`src/rtl/bcd_operand_order_if.sv`:
```
// rtl/bcd_operand_order_if.sv - operand/result handshake bundle for bcd_operand_order
interface bcd_operand_order_if #(
    parameter int NDIG = 3
);
    localparam int W = 4 * NDIG;

    // operand side
    logic         in_valid;
    logic         in_ready;
    logic [W-1:0] mag_a;
    logic [W-1:0] mag_b;
    logic         sign_a;
    logic         sign_b;
    logic         op_sub;

    // result side
    logic         out_valid;
    logic         out_ready;
    logic [W-1:0] mag_big;
    logic [W-1:0] mag_small;
    logic         eff_sub;
    logic         res_sign;
    logic         swap;
    logic         res_zero;
    logic         bcd_err;

    modport master (
        output in_valid, mag_a, mag_b, sign_a, sign_b, op_sub, out_ready,
        input  in_ready, out_valid, mag_big, mag_small, eff_sub, res_sign,
               swap, res_zero, bcd_err
    );

    modport slave (
        input  in_valid, mag_a, mag_b, sign_a, sign_b, op_sub, out_ready,
        output in_ready, out_valid, mag_big, mag_small, eff_sub, res_sign,
               swap, res_zero, bcd_err
    );
endinterface

```
`src/rtl/bcd_operand_order.sv`:
```
// rtl/bcd_operand_order.sv - sign/magnitude ordering front end of the signed BCD adder; optional digit check under BCD_CHECK_EN
module bcd_operand_order #(
    parameter int NDIG = 3
) (
    input  logic                 clk,
    input  logic                 rst,
    bcd_operand_order_if.slave   bus,
    output logic [3:0]           cmp_a,
    output logic [3:0]           cmp_b,
    input  logic                 cmp_less,
    input  logic                 cmp_equal,
    input  logic                 cmp_greater
);
    localparam int W  = 4 * NDIG;
    localparam int KW = (NDIG > 1) ? $clog2(NDIG) : 1;
    localparam logic [KW-1:0] K_MSD = KW'(NDIG - 1);

    typedef enum logic [1:0] {
        IDLE = 2'd0,
        SCAN = 2'd1,
        DONE = 2'd2
    } state_t;

    state_t        state;
    logic [KW-1:0] k;
    logic [KW-1:0] k_dn;
    logic [W-1:0]  a_q;
    logic [W-1:0]  b_q;
    logic          sign_a_q;
    logic          sign_b_q;
    logic          op_sub_q;

    logic          in_ready_q;
    logic          out_valid_q;
    logic [W-1:0]  mag_big_q;
    logic [W-1:0]  mag_small_q;
    logic          eff_sub_q;
    logic          res_sign_q;
    logic          swap_q;
    logic          res_zero_q;

    logic          eff_in;
    logic          flags_onehot;
    logic          a_gt;
    logic          a_lt;

    // Effective operation of the operand set currently on the bus
    assign eff_in = bus.sign_a ^ bus.sign_b ^ bus.op_sub;

    // A malformed comparator answer (no flag or several flags) counts as equal
    assign flags_onehot = ({1'b0, cmp_less} + {1'b0, cmp_equal} + {1'b0, cmp_greater}) == 2'd1;
    assign a_gt         = flags_onehot & cmp_greater;
    assign a_lt         = flags_onehot & cmp_less;

    assign k_dn = k - 1'b1;

    assign bus.in_ready  = in_ready_q;
    assign bus.out_valid = out_valid_q;
    assign bus.mag_big   = mag_big_q;
    assign bus.mag_small = mag_small_q;
    assign bus.eff_sub   = eff_sub_q;
    assign bus.res_sign  = res_sign_q;
    assign bus.swap      = swap_q;
    assign bus.res_zero  = res_zero_q;

`ifdef BCD_CHECK_EN
    logic bcd_err_q;

    function automatic logic has_bad_digit(input logic [W-1:0] v);
        logic bad;
        bad = 1'b0;
        for (int i = 0; i < NDIG; i++) begin
            if (v[4*i +: 4] > 4'd9) begin
                bad = 1'b1;
            end
        end
        return bad;
    endfunction

    // Digit error is judged once per operand set and held until the next accept
    always_ff @(posedge clk) begin
        if (rst) begin
            bcd_err_q <= 1'b0;
        end else if (state == IDLE && bus.in_valid) begin
            bcd_err_q <= has_bad_digit(bus.mag_a) | has_bad_digit(bus.mag_b);
        end
    end

    assign bus.bcd_err = bcd_err_q;
`else
    assign bus.bcd_err = 1'b0;
`endif

    // Control FSM: capture, MSD-first magnitude scan, hold result until taken
    always_ff @(posedge clk) begin
        if (rst) begin
            state       <= IDLE;
            k           <= '0;
            a_q         <= '0;
            b_q         <= '0;
            sign_a_q    <= 1'b0;
            sign_b_q    <= 1'b0;
            op_sub_q    <= 1'b0;
            in_ready_q  <= 1'b1;
            out_valid_q <= 1'b0;
            mag_big_q   <= '0;
            mag_small_q <= '0;
            eff_sub_q   <= 1'b0;
            res_sign_q  <= 1'b0;
            swap_q      <= 1'b0;
            res_zero_q  <= 1'b0;
            cmp_a       <= 4'd0;
            cmp_b       <= 4'd0;
        end else begin
            case (state)
                IDLE: begin
                    if (bus.in_valid) begin
                        a_q        <= bus.mag_a;
                        b_q        <= bus.mag_b;
                        sign_a_q   <= bus.sign_a;
                        sign_b_q   <= bus.sign_b;
                        op_sub_q   <= bus.op_sub;
                        eff_sub_q  <= eff_in;
                        in_ready_q <= 1'b0;
                        swap_q     <= 1'b0;
                        res_zero_q <= 1'b0;
                        if (eff_in) begin
                            // Present the MSD now so the comparator answers on the first SCAN cycle
                            k     <= K_MSD;
                            cmp_a <= bus.mag_a[4*(NDIG-1) +: 4];
                            cmp_b <= bus.mag_b[4*(NDIG-1) +: 4];
                            state <= SCAN;
                        end else begin
                            // Same-sign addition: order is irrelevant, sign follows A
                            mag_big_q   <= bus.mag_a;
                            mag_small_q <= bus.mag_b;
                            res_sign_q  <= bus.sign_a;
                            out_valid_q <= 1'b1;
                            state       <= DONE;
                        end
                    end
                end

                SCAN: begin
                    if (a_gt) begin
                        swap_q      <= 1'b0;
                        mag_big_q   <= a_q;
                        mag_small_q <= b_q;
                        res_sign_q  <= sign_a_q;
                        out_valid_q <= 1'b1;
                        state       <= DONE;
                    end else if (a_lt) begin
                        // B dominates: result takes the sign B contributes after op_sub
                        swap_q      <= 1'b1;
                        mag_big_q   <= b_q;
                        mag_small_q <= a_q;
                        res_sign_q  <= sign_b_q ^ op_sub_q;
                        out_valid_q <= 1'b1;
                        state       <= DONE;
                    end else if (k == '0) begin
                        // Equal magnitudes cancel to +0
                        swap_q      <= 1'b0;
                        res_zero_q  <= 1'b1;
                        mag_big_q   <= a_q;
                        mag_small_q <= b_q;
                        res_sign_q  <= 1'b0;
                        out_valid_q <= 1'b1;
                        state       <= DONE;
                    end else begin
                        k     <= k_dn;
                        cmp_a <= a_q[4*int'(k_dn) +: 4];
                        cmp_b <= b_q[4*int'(k_dn) +: 4];
                    end
                end

                DONE: begin
                    if (bus.out_ready) begin
                        out_valid_q <= 1'b0;
                        in_ready_q  <= 1'b1;
                        state       <= IDLE;
                    end
                end

                default: begin
                    out_valid_q <= 1'b0;
                    in_ready_q  <= 1'b1;
                    state       <= IDLE;
                end
            endcase
        end
    end
endmodule

```
`src/flat_wrapper.sv`:
```
// flat-port wrapper written by rule: the top's interface ports become plain ports
module bcd_operand_order_flat 
#(
    parameter int NDIG = 3
)
  (clk, rst, cmp_a, cmp_b, cmp_less, cmp_equal, cmp_greater, bus_in_valid, bus_mag_a, bus_mag_b, bus_sign_a, bus_sign_b, bus_op_sub, bus_out_ready, bus_in_ready, bus_out_valid, bus_mag_big, bus_mag_small, bus_eff_sub, bus_res_sign, bus_swap, bus_res_zero, bus_bcd_err);
  bcd_operand_order_if #(.NDIG(NDIG)) bus_i ();
  input  logic clk;
  input  logic rst;
  output logic [3:0] cmp_a;
  output logic [3:0] cmp_b;
  input  logic cmp_less;
  input  logic cmp_equal;
  input  logic cmp_greater;
  input wire logic [$bits(bus_i.in_valid)-1:0] bus_in_valid;
  input wire logic [$bits(bus_i.mag_a)-1:0] bus_mag_a;
  input wire logic [$bits(bus_i.mag_b)-1:0] bus_mag_b;
  input wire logic [$bits(bus_i.sign_a)-1:0] bus_sign_a;
  input wire logic [$bits(bus_i.sign_b)-1:0] bus_sign_b;
  input wire logic [$bits(bus_i.op_sub)-1:0] bus_op_sub;
  input wire logic [$bits(bus_i.out_ready)-1:0] bus_out_ready;
  output wire logic [$bits(bus_i.in_ready)-1:0] bus_in_ready;
  output wire logic [$bits(bus_i.out_valid)-1:0] bus_out_valid;
  output wire logic [$bits(bus_i.mag_big)-1:0] bus_mag_big;
  output wire logic [$bits(bus_i.mag_small)-1:0] bus_mag_small;
  output wire logic [$bits(bus_i.eff_sub)-1:0] bus_eff_sub;
  output wire logic [$bits(bus_i.res_sign)-1:0] bus_res_sign;
  output wire logic [$bits(bus_i.swap)-1:0] bus_swap;
  output wire logic [$bits(bus_i.res_zero)-1:0] bus_res_zero;
  output wire logic [$bits(bus_i.bcd_err)-1:0] bus_bcd_err;
  assign bus_i.in_valid = bus_in_valid;
  assign bus_i.mag_a = bus_mag_a;
  assign bus_i.mag_b = bus_mag_b;
  assign bus_i.sign_a = bus_sign_a;
  assign bus_i.sign_b = bus_sign_b;
  assign bus_i.op_sub = bus_op_sub;
  assign bus_i.out_ready = bus_out_ready;
  assign bus_in_ready = bus_i.in_ready;
  assign bus_out_valid = bus_i.out_valid;
  assign bus_mag_big = bus_i.mag_big;
  assign bus_mag_small = bus_i.mag_small;
  assign bus_eff_sub = bus_i.eff_sub;
  assign bus_res_sign = bus_i.res_sign;
  assign bus_swap = bus_i.swap;
  assign bus_res_zero = bus_i.res_zero;
  assign bus_bcd_err = bus_i.bcd_err;
  bcd_operand_order #(.NDIG(NDIG)) u_core (.clk(clk), .rst(rst), .bus(bus_i), .cmp_a(cmp_a), .cmp_b(cmp_b), .cmp_less(cmp_less), .cmp_equal(cmp_equal), .cmp_greater(cmp_greater));
endmodule
```
`config.mk`:
```
export PLATFORM = sky130hd
export DESIGN_NAME = bcd_operand_order_flat
export DESIGN_NICKNAME = d
export VERILOG_FILES = /design/src/rtl/bcd_operand_order_if.sv /design/src/rtl/bcd_operand_order.sv /design/src/flat_wrapper.sv
export SDC_FILE = /design/constraint.sdc
export NUM_CORES = 1
export LEC_CHECK = 0
export CAP_MARGIN = 20
export CORE_ASPECT_RATIO = 0.5
export CORE_MARGIN = 3
export CORE_UTILIZATION = 46
export CTS_CLUSTER_SIZE = 28
export DETAILED_ROUTE_END_ITERATION = 8
export GPL_TIMING_DRIVEN = 0
export PLACE_DENSITY = 0.88
export SLEW_MARGIN = 10
export SYNTH_ARGS = -nofsm -noshare
export SYNTH_HDL_FRONTEND = slang
export SYNTH_SLANG_ARGS = --single-unit
```
`constraint.sdc`:
```
create_clock -name clk -period 2 [get_ports clk]
set_input_delay 0.3 -clock clk [delete_from_list [all_inputs] [get_ports clk]]
set_output_delay 0.3 -clock clk [all_outputs]
set_load 0.01 [all_outputs]
```
==> impl_metrics.json, run 1 <==
{
  "whs_path_depth": 3,
  "muxShareOfSynthArea": 0.100,
  "p_per_area_nw_per_um2": 948,
  "seq_area_um2": 1390,
  "reg2reg_depth": 7,
  "routed_wl_mm": 11.9,
  "synth_nets": 403,
  "area_growth_pct": 45.9,
  "io_buffers": 71,
  "drt-initial-drc-count": 522,
  "layout_min_cycle_time_ns": 2.09,
  "relSlewSlack": 0.530,
  "hold_class": "in -> reg",
  "synth_edf_count": 0,
  "drive_above_1_share": 0.200,
  "cpMaxStageDelayCell": "fa_2",
  "ys_seq_area_frac": 0.419,
  "clockBufferDepth": 2,
  "placed_cell_area_um2": 4150,
  "h-tree-depth": 3,
  "ant_nets": 0,
  "dp_hpwl_mm": 6.95,
  "crit_family": "buffers and inverters",
  "vdd_drop_max_v": 0.000546,
  "period_share": 1.04,
  "finalHoldViolCount": 0,
  "synth-simple-area-share": 0.171,
  "slew_violations": 0,
  "maxCapViolCount": 0,
  "grt_pass1_wl_mm": 17.4,
  "synthXorXnorAreaFrac": 0.00949,
  "synthAdderAreaFrac": 0.00987,
  "num_antenna_cells": 0,
  "yosys_warnings": 0,
  "wl_per_cell_um": 21.3,
  "utilization": 0.706,
  "grt_max_degree": 13,
  "worst_pin_slew_ns": 0.705,
  "firstDrtPassIters": 6,
  "violations": "setup timing",
  "routed_via_density": 6.21,
  "clk_pin_slew_worst_paths_ns": 0.06,
  "hold_start": "bus_sign_a",
  "path_class": "in -> reg",
  "tritoncts": "done",
  "crit_arrival_ns": 2.30,
  "cts_hold_buf": 0,
  "end_kind": "register",
  "final_net_count": 497,
  "synth_top_family_by_area": "compound AO/OA/AOI/OAI gates",
  "clock-sinks": 69,
  "status": "finished with violations",
  "cp-startpoint": "cmp_equal",
  "postSynth.asyncResetShare": 0,
  "drc": 0,
  "grt_antenna_before_repair": 0,
  "ys.flop_type": "dfxtp_1",
  "holdWs_ns": 0.374,
  "synth-seq-cells": 69,
  "yosysUniqueCellTypes": 43,
  "multiInputGateArea_um2": 1800,
  "grtUsageTotal": 0.269,
  "grt_pass1_vias": 3216,
  "path_depth": 10,
  "path_buf_inv": 5,
  "critPathLaunchType": "input port",
  "die_w_um": 126,
  "ctsRootBufferMaster": "clkbuf_16",
  "worstPathRequired_ns": 2.21,
  "finalInstanceArea_um2": 4810,
  "cts_made_buffers": 9,
  "rows": 21,
  "syn_area_um2": 3290,
  "avgSynthCellArea_um2": 8.98,
  "clock_skew_ns": 0.00354,
  "setup_viol": 1,
  "rr_startpoint": "u_core.k[0]$_SDFFE_PP0P_",
  "path_cells": "buf_6 > inv_2 > fa_2 > nor4bb_1 > buf_4 > buf_12 > buf_12 > mux2i_1 > a21oi_1 > a22o_1",
  "clkLatencyLatePin_ns": 0.33,
  "crit_fanout": 6,
  "fmax_mhz": 479,
  "synth-compound-area-share": 0.227,
  "start_util": 0.484,
  "setup_ws_ns": -0.0860,
  "die-area_um2": 8270,
  "leakage_nw": 1.78,
  "die_height_um": 65.8,
  "core-area_um2": 6810,
  "power_mw": 4.56,
  "nFillCells": 456,
  "grt.overflow.total": 0,
  "critPathMaxStageDelay_ns": 0.47,
  "syn_inst": 367,
  "pin_count": 73,
  "vias": 3463,
  "place.gp.congestion": 0.964,
  "path_common_cell": "buf_12"
}
==> repair_timing <==
action	4_1_cts	5_1_grt
pin swaps	9	16
cloned	1	0
setup buffers	5	6
hold endpoints to repair	0	0
setup endpoints to repair	40	55
resized for setup	35	29
==> kinds of logic (layout without fill, tap and decap cells) <==
| family | count (synthesis) | after routing |
|---|---|---|
| simple gates | 120 | 120 |
| compound gates | 103 | 103 |
| flops | 69 | 69 |
| buf+inv | 38 | 137 |
| mux | 32 | 32 |
| fa+ha+maj | 2 | 2 |
| xor+xnor | 2 | 2 |
| other cells | 1 | 1 |
==> routing by layer <==
metal | GRT usage | vias to the layer above | share of wire
met1 | 0.357 | 1583 | 0.40
met3 | 0.0879 | 72 | 0.13
met2 | 0.418 | 283 | 0.43
met4 | 0.0878 | 0 | 0.043
li1 | - | 1525 | -
met5 | 0 | - | 0
==> final timing paths <==
check / slack (ns) / to
max: -0.09 / u_core.bus.mag_small[10]$_SDFFE_PP0P_
min: 0.37 / u_core.sign_a_q$_SDFFE_PP0P_
min reg2reg: 0.46 / u_core.sign_b_q$_SDFFE_PP0P_
max reg2reg: 0 / u_core.cmp_b[3]$_SDFFE_PP0P_
==> synthesized netlist by cell type (all sizes together), types with 2 or more instances <==
cell type | number | share of area
dfxtp | 69 | 0.42
nand2 | 66 | 0.075
a21oi | 51 | 0.077
mux2i | 24 | 0.073
a221o | 21 | 0.066
buf | 21 | 0.043
nor3 | 21 | 0.033
clkbuf | 11 | 0.013
nor2 | 11 | 0.013
nand3 | 10 | 0.015
a22o | 9 | 0.024
mux2 | 8 | 0.027
inv | 6 | 0.0068
a211o | 5 | 0.013
a31oi | 5 | 0.014
a221oi | 4 | 0.011
nand2b | 3 | 0.0080
nor2b | 3 | 0.0057
a211oi | 2 | 0.0084
o21ai | 2 | 0.0030
or2 | 2 | 0.0046
==> layout make-up <==
cell class	instances	share of cell area
multi-input combinational	260	0.375
sequential	69	0.288
timing repair buffer	83	0.182
clock buffer	11	0.0505
buffer	32	0.0500
tap	92	0.0239
clock inverter	5	0.0221
inverter	6	0.00807
==> cells in the final DEF, fill, tap and decap left out, types with 10 or more instances in the layout <==
master | netlist | final
mux2i_1 | 24 | 23
nor2_1 | 11 | 11
a21oi_1 | 51 | 49
a221o_1 | 16 | 16
dfxtp_1 | 69 | 68
nor3_1 | 20 | 20
nand3_1 | 10 | 10
nand2_1 | 66 | 66
buf_4 | 5 | 14
clkdlybuf4s50_1 | 0 | 67
==> registers in the layout, summed over array words and instances, names as in the netlist, 2 cells and up <==
| name | count |
|---|---|
| u_core.state | 2 |
| u_core.b_q | 12 |
| u_core.cmp_b | 4 |
| u_core.bus.mag_small | 12 |
| u_core.cmp_a | 4 |
| u_core.a_q | 12 |
| u_core.k | 2 |
| u_core.bus.mag_big | 12 |
==> stage by stage <==
stage	TNS, ns	setup WS (ns)	cells
6_report	-0.0860	-0.0860	558
5_1_grt	-0.416	-0.0943	558
4_1_cts	0	0.00893	552
3_5_place_dp	-35.27	-0.936	530
3_3_place_gp	-34.12	-0.900	530
2_1_floorplan	-0.381	-0.0455	367
==> report_power, final <==
| part | internal, mW | leakage [nW] | switching, mW |
|---|---|---|---|
| Clock | 1.26 | 0.166 | 0.610 |
| Combinational | 0.517 | 1.05 | 0.553 |
| Sequential | 1.51 | 0.566 | 0.114 |
==> worst reg2reg max path: stages (launching register included) <==
cell	delay, ns
dfxtp_4	0.36
buf_8	0.12
clkinvlp_4	0.12
ha_4	0.35
mux2_2	0.36
a221oi_2	0.30
a211o_1	0.18
a21oi_1	0.07
Note: power is estimated with default switching activity, not from simulation.
==> inputs of run 2 (changes only) <==
- CAP_MARGIN: 20 -> 25
==> results of run 2 <==
No change in the layout: final DEF, timing and power equal those of run 1.
